### src/rtl/move_scheduler_if.sv
// move_scheduler_if: command handshake between the move scheduler and the movement datapath.
// Latency: none, plain wires.
// Backpressure: move_ready low stalls the offered command; move_done closes the issued one.
interface move_scheduler_if;
   logic       move_valid;
   logic [1:0] move_cmd;
   logic       move_ready;
   logic       move_done;

   modport master (output move_valid, move_cmd, input move_ready, move_done);
   modport slave  (input move_valid, move_cmd, output move_ready, move_done);
endinterface

### src/rtl/move_scheduler.sv
// move_scheduler: latches fwd/bwd/rotate pulses, queues them in order, issues one move per frame.
// Latency: pulse at t -> pending t+1 -> queued t+2 -> move_valid t+3 when idle; commit the cycle after frame_switch.
// Backpressure: move_ready low holds the head; a full queue keeps requests pending; a repeat of a pending request is dropped (overflow).
// Optional: MOVE_COALESCE_EN lets a command cancel its opposite at the un-issued queue tail.
module move_scheduler #(
   parameter int DEPTH   = 4,
   parameter int TIMEOUT = 64
) (
   input  logic                   clk_in,
   input  logic                   rst_in,
   input  logic                   fwd_pulse,
   input  logic                   bwd_pulse,
   input  logic                   leftRot_pulse,
   input  logic                   rightRot_pulse,
   input  logic                   frame_switch,
   move_scheduler_if.master       mv,
   output logic                   pose_commit,
   output logic [$clog2(DEPTH):0] queue_count,
   output logic                   busy,
   output logic                   overflow,
   output logic                   timeout_err
);
   localparam int AW = $clog2(DEPTH);
   localparam int CW = AW + 1;
   localparam int TW = $clog2(TIMEOUT + 1);

   typedef enum logic [1:0] {IDLE, ISSUE, WAIT, HOLD} state_t;

   state_t        state;
   logic [3:0]    pending;
   logic [1:0]    fifo_mem [DEPTH];
   logic [AW-1:0] wr_ptr;
   logic [AW-1:0] rd_ptr;
   logic [CW-1:0] count;
   logic [TW-1:0] timer;

   logic [3:0]    req;
   logic [3:0]    accept;
   logic [3:0]    drain_clr;
   logic          drain_vld;
   logic [1:0]    drain_cmd;
   logic          drain_go;
   logic          fifo_full;
   logic          push;
   logic          pop;
   logic          cancel;

   // Request bit index doubles as the command code: 0=fwd 1=bwd 2=left 3=right.
   assign req       = {rightRot_pulse, leftRot_pulse, bwd_pulse, fwd_pulse};
   assign accept    = req & ~pending;
   assign fifo_full = (count == CW'(DEPTH));
   assign drain_go  = drain_vld && !fifo_full;
   assign pop       = (state == ISSUE) && mv.move_valid && mv.move_ready;

   // Pick the lowest-index pending request so fwd > bwd > left > right.
   always_comb begin
      drain_vld = 1'b0;
      drain_cmd = 2'd0;
      for (int i = 3; i >= 0; i--) begin
         if (pending[i]) begin
            drain_vld = 1'b1;
            drain_cmd = 2'(i);
         end
      end
   end

`ifdef MOVE_COALESCE_EN
   logic [1:0] tail_cmd;
   logic       tail_locked;

   assign tail_cmd    = fifo_mem[wr_ptr - AW'(1)];
   // A lone entry is being latched (IDLE) or offered (ISSUE) as the head, so it is no longer cancellable.
   assign tail_locked = (count == CW'(1)) && ((state == IDLE) || (state == ISSUE));
   // Opposite pairs differ only in bit 0 of the code.
   assign cancel      = drain_go && (count != '0) && !tail_locked && (tail_cmd == (drain_cmd ^ 2'd1));
`else
   assign cancel      = 1'b0;
`endif

   assign push      = drain_go && !cancel;
   assign drain_clr = drain_go ? (4'b0001 << drain_cmd) : 4'b0000;

   // Pending mask: new pulses set their bit, the drained bit clears, repeats of a set bit are flagged.
   always_ff @(posedge clk_in or negedge rst_in) begin
      if (!rst_in) begin
         pending  <= '0;
         overflow <= 1'b0;
      end else begin
         pending <= (pending & ~drain_clr) | accept;
         if (|(req & pending)) begin
            overflow <= 1'b1;
         end
      end
   end

   // Queue storage; validity is tracked by the pointers, so no reset is needed here.
   always_ff @(posedge clk_in) begin
      if (push) begin
         fifo_mem[wr_ptr] <= drain_cmd;
      end
   end

   // Circular pointers and exact occupancy; a cancel steps the write pointer back over the tail.
   always_ff @(posedge clk_in or negedge rst_in) begin
      if (!rst_in) begin
         wr_ptr <= '0;
         rd_ptr <= '0;
         count  <= '0;
      end else begin
         if (push) begin
            wr_ptr <= wr_ptr + AW'(1);
         end else if (cancel) begin
            wr_ptr <= wr_ptr - AW'(1);
         end
         if (pop) begin
            rd_ptr <= rd_ptr + AW'(1);
         end
         count <= count + CW'(push) - CW'(pop) - CW'(cancel);
      end
   end

   // Issue, wait for completion, then hold until the next frame boundary before committing.
   always_ff @(posedge clk_in or negedge rst_in) begin
      if (!rst_in) begin
         state         <= IDLE;
         mv.move_valid <= 1'b0;
         mv.move_cmd   <= 2'd0;
         pose_commit   <= 1'b0;
         timer         <= '0;
         timeout_err   <= 1'b0;
      end else begin
         pose_commit <= 1'b0;
         case (state)
            IDLE: begin
               if (count != '0) begin
                  state         <= ISSUE;
                  mv.move_valid <= 1'b1;
                  mv.move_cmd   <= fifo_mem[rd_ptr];
               end
            end
            ISSUE: begin
               if (mv.move_ready) begin
                  state         <= WAIT;
                  mv.move_valid <= 1'b0;
                  timer         <= '0;
               end
            end
            WAIT: begin
               if (mv.move_done) begin
                  state <= HOLD;
               end else if (timer == TW'(TIMEOUT - 1)) begin
                  state       <= IDLE;
                  timeout_err <= 1'b1;
               end else begin
                  timer <= timer + TW'(1);
               end
            end
            HOLD: begin
               if (frame_switch) begin
                  state       <= IDLE;
                  pose_commit <= 1'b1;
               end
            end
            default: state <= IDLE;
         endcase
      end
   end

   assign busy        = (state != IDLE);
   assign queue_count = count;
endmodule

### src/flat_wrapper.sv
// flat-port wrapper written by rule: the top's interface ports become plain ports
module move_scheduler_flat 
#(
   parameter int DEPTH   = 4,
   parameter int TIMEOUT = 64
)
  (clk_in, rst_in, fwd_pulse, bwd_pulse, leftRot_pulse, rightRot_pulse, frame_switch, pose_commit, queue_count, busy, overflow, timeout_err, mv_move_valid, mv_move_cmd, mv_move_ready, mv_move_done);
  move_scheduler_if mv_i ();
  input  logic clk_in;
  input  logic rst_in;
  input  logic fwd_pulse;
  input  logic bwd_pulse;
  input  logic leftRot_pulse;
  input  logic rightRot_pulse;
  input  logic frame_switch;
  output logic pose_commit;
  output logic [$clog2(DEPTH):0] queue_count;
  output logic busy;
  output logic overflow;
  output logic timeout_err;
  output wire logic [$bits(mv_i.move_valid)-1:0] mv_move_valid;
  output wire logic [$bits(mv_i.move_cmd)-1:0] mv_move_cmd;
  input wire logic [$bits(mv_i.move_ready)-1:0] mv_move_ready;
  input wire logic [$bits(mv_i.move_done)-1:0] mv_move_done;
  assign mv_move_valid = mv_i.move_valid;
  assign mv_move_cmd = mv_i.move_cmd;
  assign mv_i.move_ready = mv_move_ready;
  assign mv_i.move_done = mv_move_done;
  move_scheduler #(.DEPTH(DEPTH), .TIMEOUT(TIMEOUT)) u_core (.clk_in(clk_in), .rst_in(rst_in), .fwd_pulse(fwd_pulse), .bwd_pulse(bwd_pulse), .leftRot_pulse(leftRot_pulse), .rightRot_pulse(rightRot_pulse), .frame_switch(frame_switch), .mv(mv_i), .pose_commit(pose_commit), .queue_count(queue_count), .busy(busy), .overflow(overflow), .timeout_err(timeout_err));
endmodule
### config.mk
export PLATFORM = sky130hd
export DESIGN_NAME = move_scheduler_flat
export DESIGN_NICKNAME = d
export VERILOG_FILES = /design/src/rtl/move_scheduler_if.sv /design/src/rtl/move_scheduler.sv /design/src/flat_wrapper.sv
export SDC_FILE = /design/constraint.sdc
export NUM_CORES = 1
export LEC_CHECK = 0
export CAP_MARGIN = 0
export CORE_ASPECT_RATIO = 1.75
export CORE_MARGIN = 2
export CORE_UTILIZATION = 33
export DETAILED_ROUTE_END_ITERATION = 16
export GPL_TIMING_DRIVEN = 0
export RECOVER_POWER = 50
export SETUP_SLACK_MARGIN = 0.15
export SLEW_MARGIN = 0
export SYNTH_ARGS = -nofsm -noshare
export SYNTH_HDL_FRONTEND = slang
export SYNTH_SLANG_ARGS = --single-unit
### constraint.sdc
create_clock -name clk_in -period 6.5 [get_ports clk_in]
set_input_delay 0.975 -clock clk_in [delete_from_list [all_inputs] [get_ports clk_in]]
set_output_delay 0.975 -clock clk_in [all_outputs]
set_load 0.03 [all_outputs]
After elaboration in Yosys (flattened, before gate mapping)
Memories as Yosys holds them, arrays and structs flattened. A register that Yosys moved wholly into a read port is not among the register bits.
Cells that the tools add are included.
{"block": "op_classes", "bitwise_logic": 7, "shift": 1, "reduce_logical": 16, "eq_ne": 11, "n_addsub": 5, "muxes": 26}
{"cell": "7-bit 2-to-1 mux", "count": 3}
{"cell": "2-bit 2-to-1 mux", "count": 9}
{"cell": "7-bit one-hot mux with 2 select lines", "count": 1}
{"cell": "4-bit AND", "count": 3}
{"cell": "1-bit 2-to-1 mux", "count": 10}
{"cell": "2-bit inequality test, second input constant", "count": 4}
{"cell": "4-bit NOT", "count": 2}
{"cell": "2-bit one-hot mux with 4 select lines", "count": 1}
{"cell": "4-bit AND reduction", "count": 2}
{"cell": "7-bit by 1-bit adder with 7-bit output, second input constant", "count": 1}
{"cell": "7-bit by 6-bit == test with 1-bit output, second input constant", "count": 1}
{"cell": "3-bit AND reduction", "count": 2}
{"cell": "2-bit nonzero test", "count": 3}
{"cell": "2-bit by 1-bit adder with 2-bit output, second input constant", "count": 2}
{"cell": "2-bit == test, second input constant", "count": 2}
{"cell": "4-bit 2-to-1 mux", "count": 1}
{"cell": "4-bit bitwise OR", "count": 1}
{"cell": "4-bit OR reduction", "count": 1}
{"cell": "1-bit by 2-bit left shift with 4-bit output, first input constant", "count": 1}
{"cell": "3-bit by 1-bit adder with 3-bit output", "count": 1}
{"cell": "3-bit == test, second input constant", "count": 1}
{"cell": "1-bit logical AND", "count": 3}
{"cell": "3-bit by 2-bit inequality test with 1-bit output, second input constant", "count": 1}
{"cell": "3-bit nonzero test", "count": 1}
{"cell": "8 further kinds", "count": 9}
{"block": "word_totals", "out_inout_bits": 10, "register_bits": 24, "mem_bits_rw": 8, "mem_count": 1}
{"name": "u_core.fifo_mem", "words": 4, "word_bits": 2, "rd": 1, "rd_clocked_by_memory_dff": 1, "write_ports": 1, "line_no": "move_scheduler.sv:31", "rtl": "logic [1:0] fifo_mem [DEPTH];"}

Longest topological paths before layout
{"block": "logic_depth", "word_depth": 9, "mapped_depth": 9, "depth_no_buf": 8}

Worst setup path after synthesis
Ideal clock, no wire load.
{"block": "synth_path", "path_type": "input to register", "start": "input mv_move_ready", "end": "register u_core.count[2] (netlist: u_core.queue_count[2])", "path_stages": 8, "path_slack_ps": 3874, "required_ps": 6376, "path_buffers": 0, "t_arrival_ps": 2502, "setup_time_ps": 124, "path_cell_list": "and3b_2 and2_1 ha_1 inv_1 ha_1 fa_1 xnor2_1 xnor2_1"}
{"block": "synth_via", "elab_chain_cells": 2}
{"item": "start, declared", "line_no": "flat_wrapper.sv:23", "rtl": "input wire logic [$bits(mv_i.move_ready)-1:0] mv_move_ready;"}
{"item": "1-bit logical AND", "line_no": "move_scheduler.sv:53", "rtl": "assign pop = (state == ISSUE) && mv.move_valid && mv.move_ready;"}
{"item": "named net u_core.pop", "line_no": "move_scheduler.sv:45", "rtl": "logic pop;"}
{"item": "3-bit by 1-bit subtractor with 3-bit output", "line_no": "move_scheduler.sv:118", "rtl": "count <= count + CW'(push) - CW'(pop) - CW'(cancel);"}
{"item": "end signal, assigned", "line_no": "move_scheduler.sv:118"}
{"item": "end, declared", "line_no": "move_scheduler.sv:34", "rtl": "logic [CW-1:0] count;"}
The timed path passes the listed nets, and every way through them passes these cells.
A chain may end at the register's enable or synchronous reset.

Worst setup path in the final report
Same ends and word-level chain as after synthesis.

==> flow_metrics.tcl <==
set metrics [dict create \
    routabilityCongestion 0.759 \
    final-setup-viol-count 0 \
    overflow 0 \
    fin_skew_ns 0.00575 \
    ys_async_sr_fraction_pct 76.5 \
    wire_per_inst_um 13.5 \
    min-delay-path-class "reg2reg" \
    fmaxAchievable_ghz 0.329 \
    fin_crit_ns 3.04 \
    cts_hold_buf 0 \
    cts_tree "built" \
    slew_headroom_pct 20.0 \
    dieArea_sq_um 5640 \
    crit_path_start_kind "input pin" \
    crit_type "in2reg" \
    crit_path_top_delay_cell "dlygate4sd3_1" \
    rows 34 \
    grt_pass1_wl_um 5050 \
    diodes 0 \
    fp.dieH_um 97.9 \
    yosys-top-cells-count "dfrtp_1 (26), inv_1 (14), nor2_1 (10)" \
    cts_setup_buffers 0 \
    critPathMaxStageDelay_ns 0.56 \
    coreArea_sq_um 4890 \
    drtIter0Drc 30 \
    worst_ir_drop_vdd_v 0.000316 \
    yosysMostFrequentCell "dfrtp_1" \
    initial_core_util_pct 34.0 \
    p_per_area_nw_per_um2 491 \
    dp_cells 207 \
    avgSynthCellArea_sq_um 12.3 \
    rsz0062_at_grt "false" \
    yosysTopAreaCell "dfrtp_1" \
    status "complete, no violations" \
    dp_slack_ns 3.30 \
    drtAntennaViolNets 0 \
    drc_errors 0 \
    path_cells "dlygate4sd3_1 > and3b_1 > and2_0 > ha_1 > inv_1 > ha_1 > fa_1 > xnor2_1 > xnor2_1" \
    yosysTopAreaCellShare_pct 39.2 \
    place_hpwl_um 2200 \
    ys_ff_latch 34 \
    root_buffer "clkbuf_8" \
    portBuffers 18 \
    stdcell_count 215 \
    cts_buffer_depth 2 \
    finalCritPeriodShare_pct 46.8 \
    crit_required_ns 6.71 \
    antenna_found_initial 0 \
    syn_nets 152 \
    layout-drive-gt1-share_pct 14.3 \
    tns_ns 0 \
    fin_ws_ns 3.46 \
    pin_count 19 \
    via_per_inst 5.01 \
    die_x_um 57.6 \
    insertion_delay_ns 0.29 \
    path_clk_slew_ns 0.07 \
    drt-pass1-iter-count 4 \
    grt_pass1_vias 1110 \
    drv_cap 0 \
    syn_to_final_growth_pct 19.8 \
    synth.area.top_cells "dfrtp_1 (39%), edfxtp_1 (14%), ha_1 (5.3%)" \
    grt_use_total_pct 11.6 \
    ys_seq_area_share_pct 53.6 \
    clock_sinks 34 \
    wl_um 2910 \
    critical_path.endpoint_type "register" \
    worstPathMaxFanout 4 \
    synth_edf_count 8 \
    leakagePower_nw 0.842 \
    yosysWarnings 0 \
    cts-resized-gates 0 \
    htree_levels 2 \
    nets 177 \
    syn-cell-area_sq_um 1660 \
    dr_total_vias 1077 \
    final_util_pct 40.7 \
    worstPathArrival_ns 3.25 \
    cts_buffers 5 \
    synth_ff_type "dfrtp_1" \
    final-hold-violation-count 0 \
    worst_pin_slew_ns 1.20 \
    syn_inst 135 \
    maxSlewViolCount 0 \
    yosysUniqueCellTypes 41 \
    grt_max_degree 27 \
]
[metrics by stage]
step | total power, mW | hold slack, ns | cell area, sq um
6_report | 0.977 | 0.475 | 1990
3_3_place_gp | 0.781 | 0.458 | 1910
5_1_grt | 1.05 | 0.500 | 1990
2_1_floorplan | 0.680 | 0.481 | 1660
4_1_cts | 1.01 | 0.489 | 2020
3_5_place_dp | 0.809 | 0.462 | 1910
[kinds of logic after synthesis]
family / count (synthesis) / synth area share, %
simple gates: 38 / 14.4
buf+inv: 15 / 3.99
fa+ha+maj: 8 / 6.48
flops: 34 / 53.6
compound gates: 27 / 11.5
xor+xnor: 5 / 2.64
mux: 8 / 7.38
[where the power goes]
| group | internal, mW | switching (mW) |
|---|---|---|
| logic | 0.190 | 0.196 |
| registers | 0.322 | 0.0747 |
| clock network | 0.114 | 0.0796 |
| total | 0.626 | 0.351 |
[placed cells by master (no fill, tap or decap), drive strengths merged, types with 3 or more instances in the layout]
| cell | synthesis | layout |
|---|---|---|
| dlygate4sd3 | 0 | 7 |
| xnor2 | 4 | 4 |
| nand2 | 4 | 4 |
| mux2 | 4 | 4 |
| clkdlybuf4s50 | 0 | 11 |
| and3 | 4 | 4 |
| and2 | 5 | 5 |
| ha | 7 | 7 |
| a21oi | 10 | 10 |
| clkbuf | 1 | 6 |
| nor2 | 10 | 10 |
| a31oi | 3 | 3 |
| edfxtp | 8 | 8 |
| nor3 | 3 | 3 |
| mux4 | 3 | 3 |
| o21ai | 4 | 4 |
| nand3 | 3 | 3 |
| dfrtp | 26 | 26 |
| inv | 14 | 14 |
[sequential cells by signal, summed over array words and instances, names as in the netlist]
name / cells
u_core.rd_ptr: 2
u_core.fifo_mem: 8
u_core.queue_count: 3
u_core.pose_commit: 1
u_core.wr_ptr: 2
u_core.mv.move_cmd: 2
u_core.state: 2
u_core.mv.move_valid: 1
u_core.overflow: 1
u_core.pending: 4
u_core.timer: 7
u_core.timeout_err: 1
[path summary, 6_finish.rpt]
kind	startpoint	to	slack [ns]	cells past startpoint
setup / recovery	mv_move_ready	u_core.queue_count[2]	3.46	9
hold / removal	u_core.timeout_err	u_core.timeout_err	0.48	2
setup reg to reg	u_core.state[0]	u_core.queue_count[2]	4.21	9
hold reg to reg	u_core.timeout_err	u_core.timeout_err	0.48	2
max in group asynchronous	rst_in	u_core.queue_count[2]	4.46	1
min in group asynchronous	rst_in	u_core.timeout_err	1.32	1
[layer usage]
layer  GRT usage [%]  vias to the layer above  routed length (um)
li1                -                      526                   -
met1            12.9                      526                1130
met2            20.6                       20                1600
met3            2.91                        5                 125
met4            4.29                        0                  48
met5               0                        -                   0
[critical path: cells and delay by family]
family        cells  cell delay (ns)
fa+ha+maj         3             0.87
simple gates      2             0.49
xor+xnor          2             0.31
buf+inv           2             0.60
[area by class of cell]
class / instances / area, sq um
clock inverter: 3 / 45.0
inverter: 14 / 52.6
fill: 474 / 2900
buffer: 1 / 13.8
timing repair buffer: 18 / 180
sequential: 34 / 891
multi-input combinational: 86 / 672
tap: 54 / 67.6
clock buffer: 5 / 68.8
No activity file was read; power rests on OpenSTA's default activity.
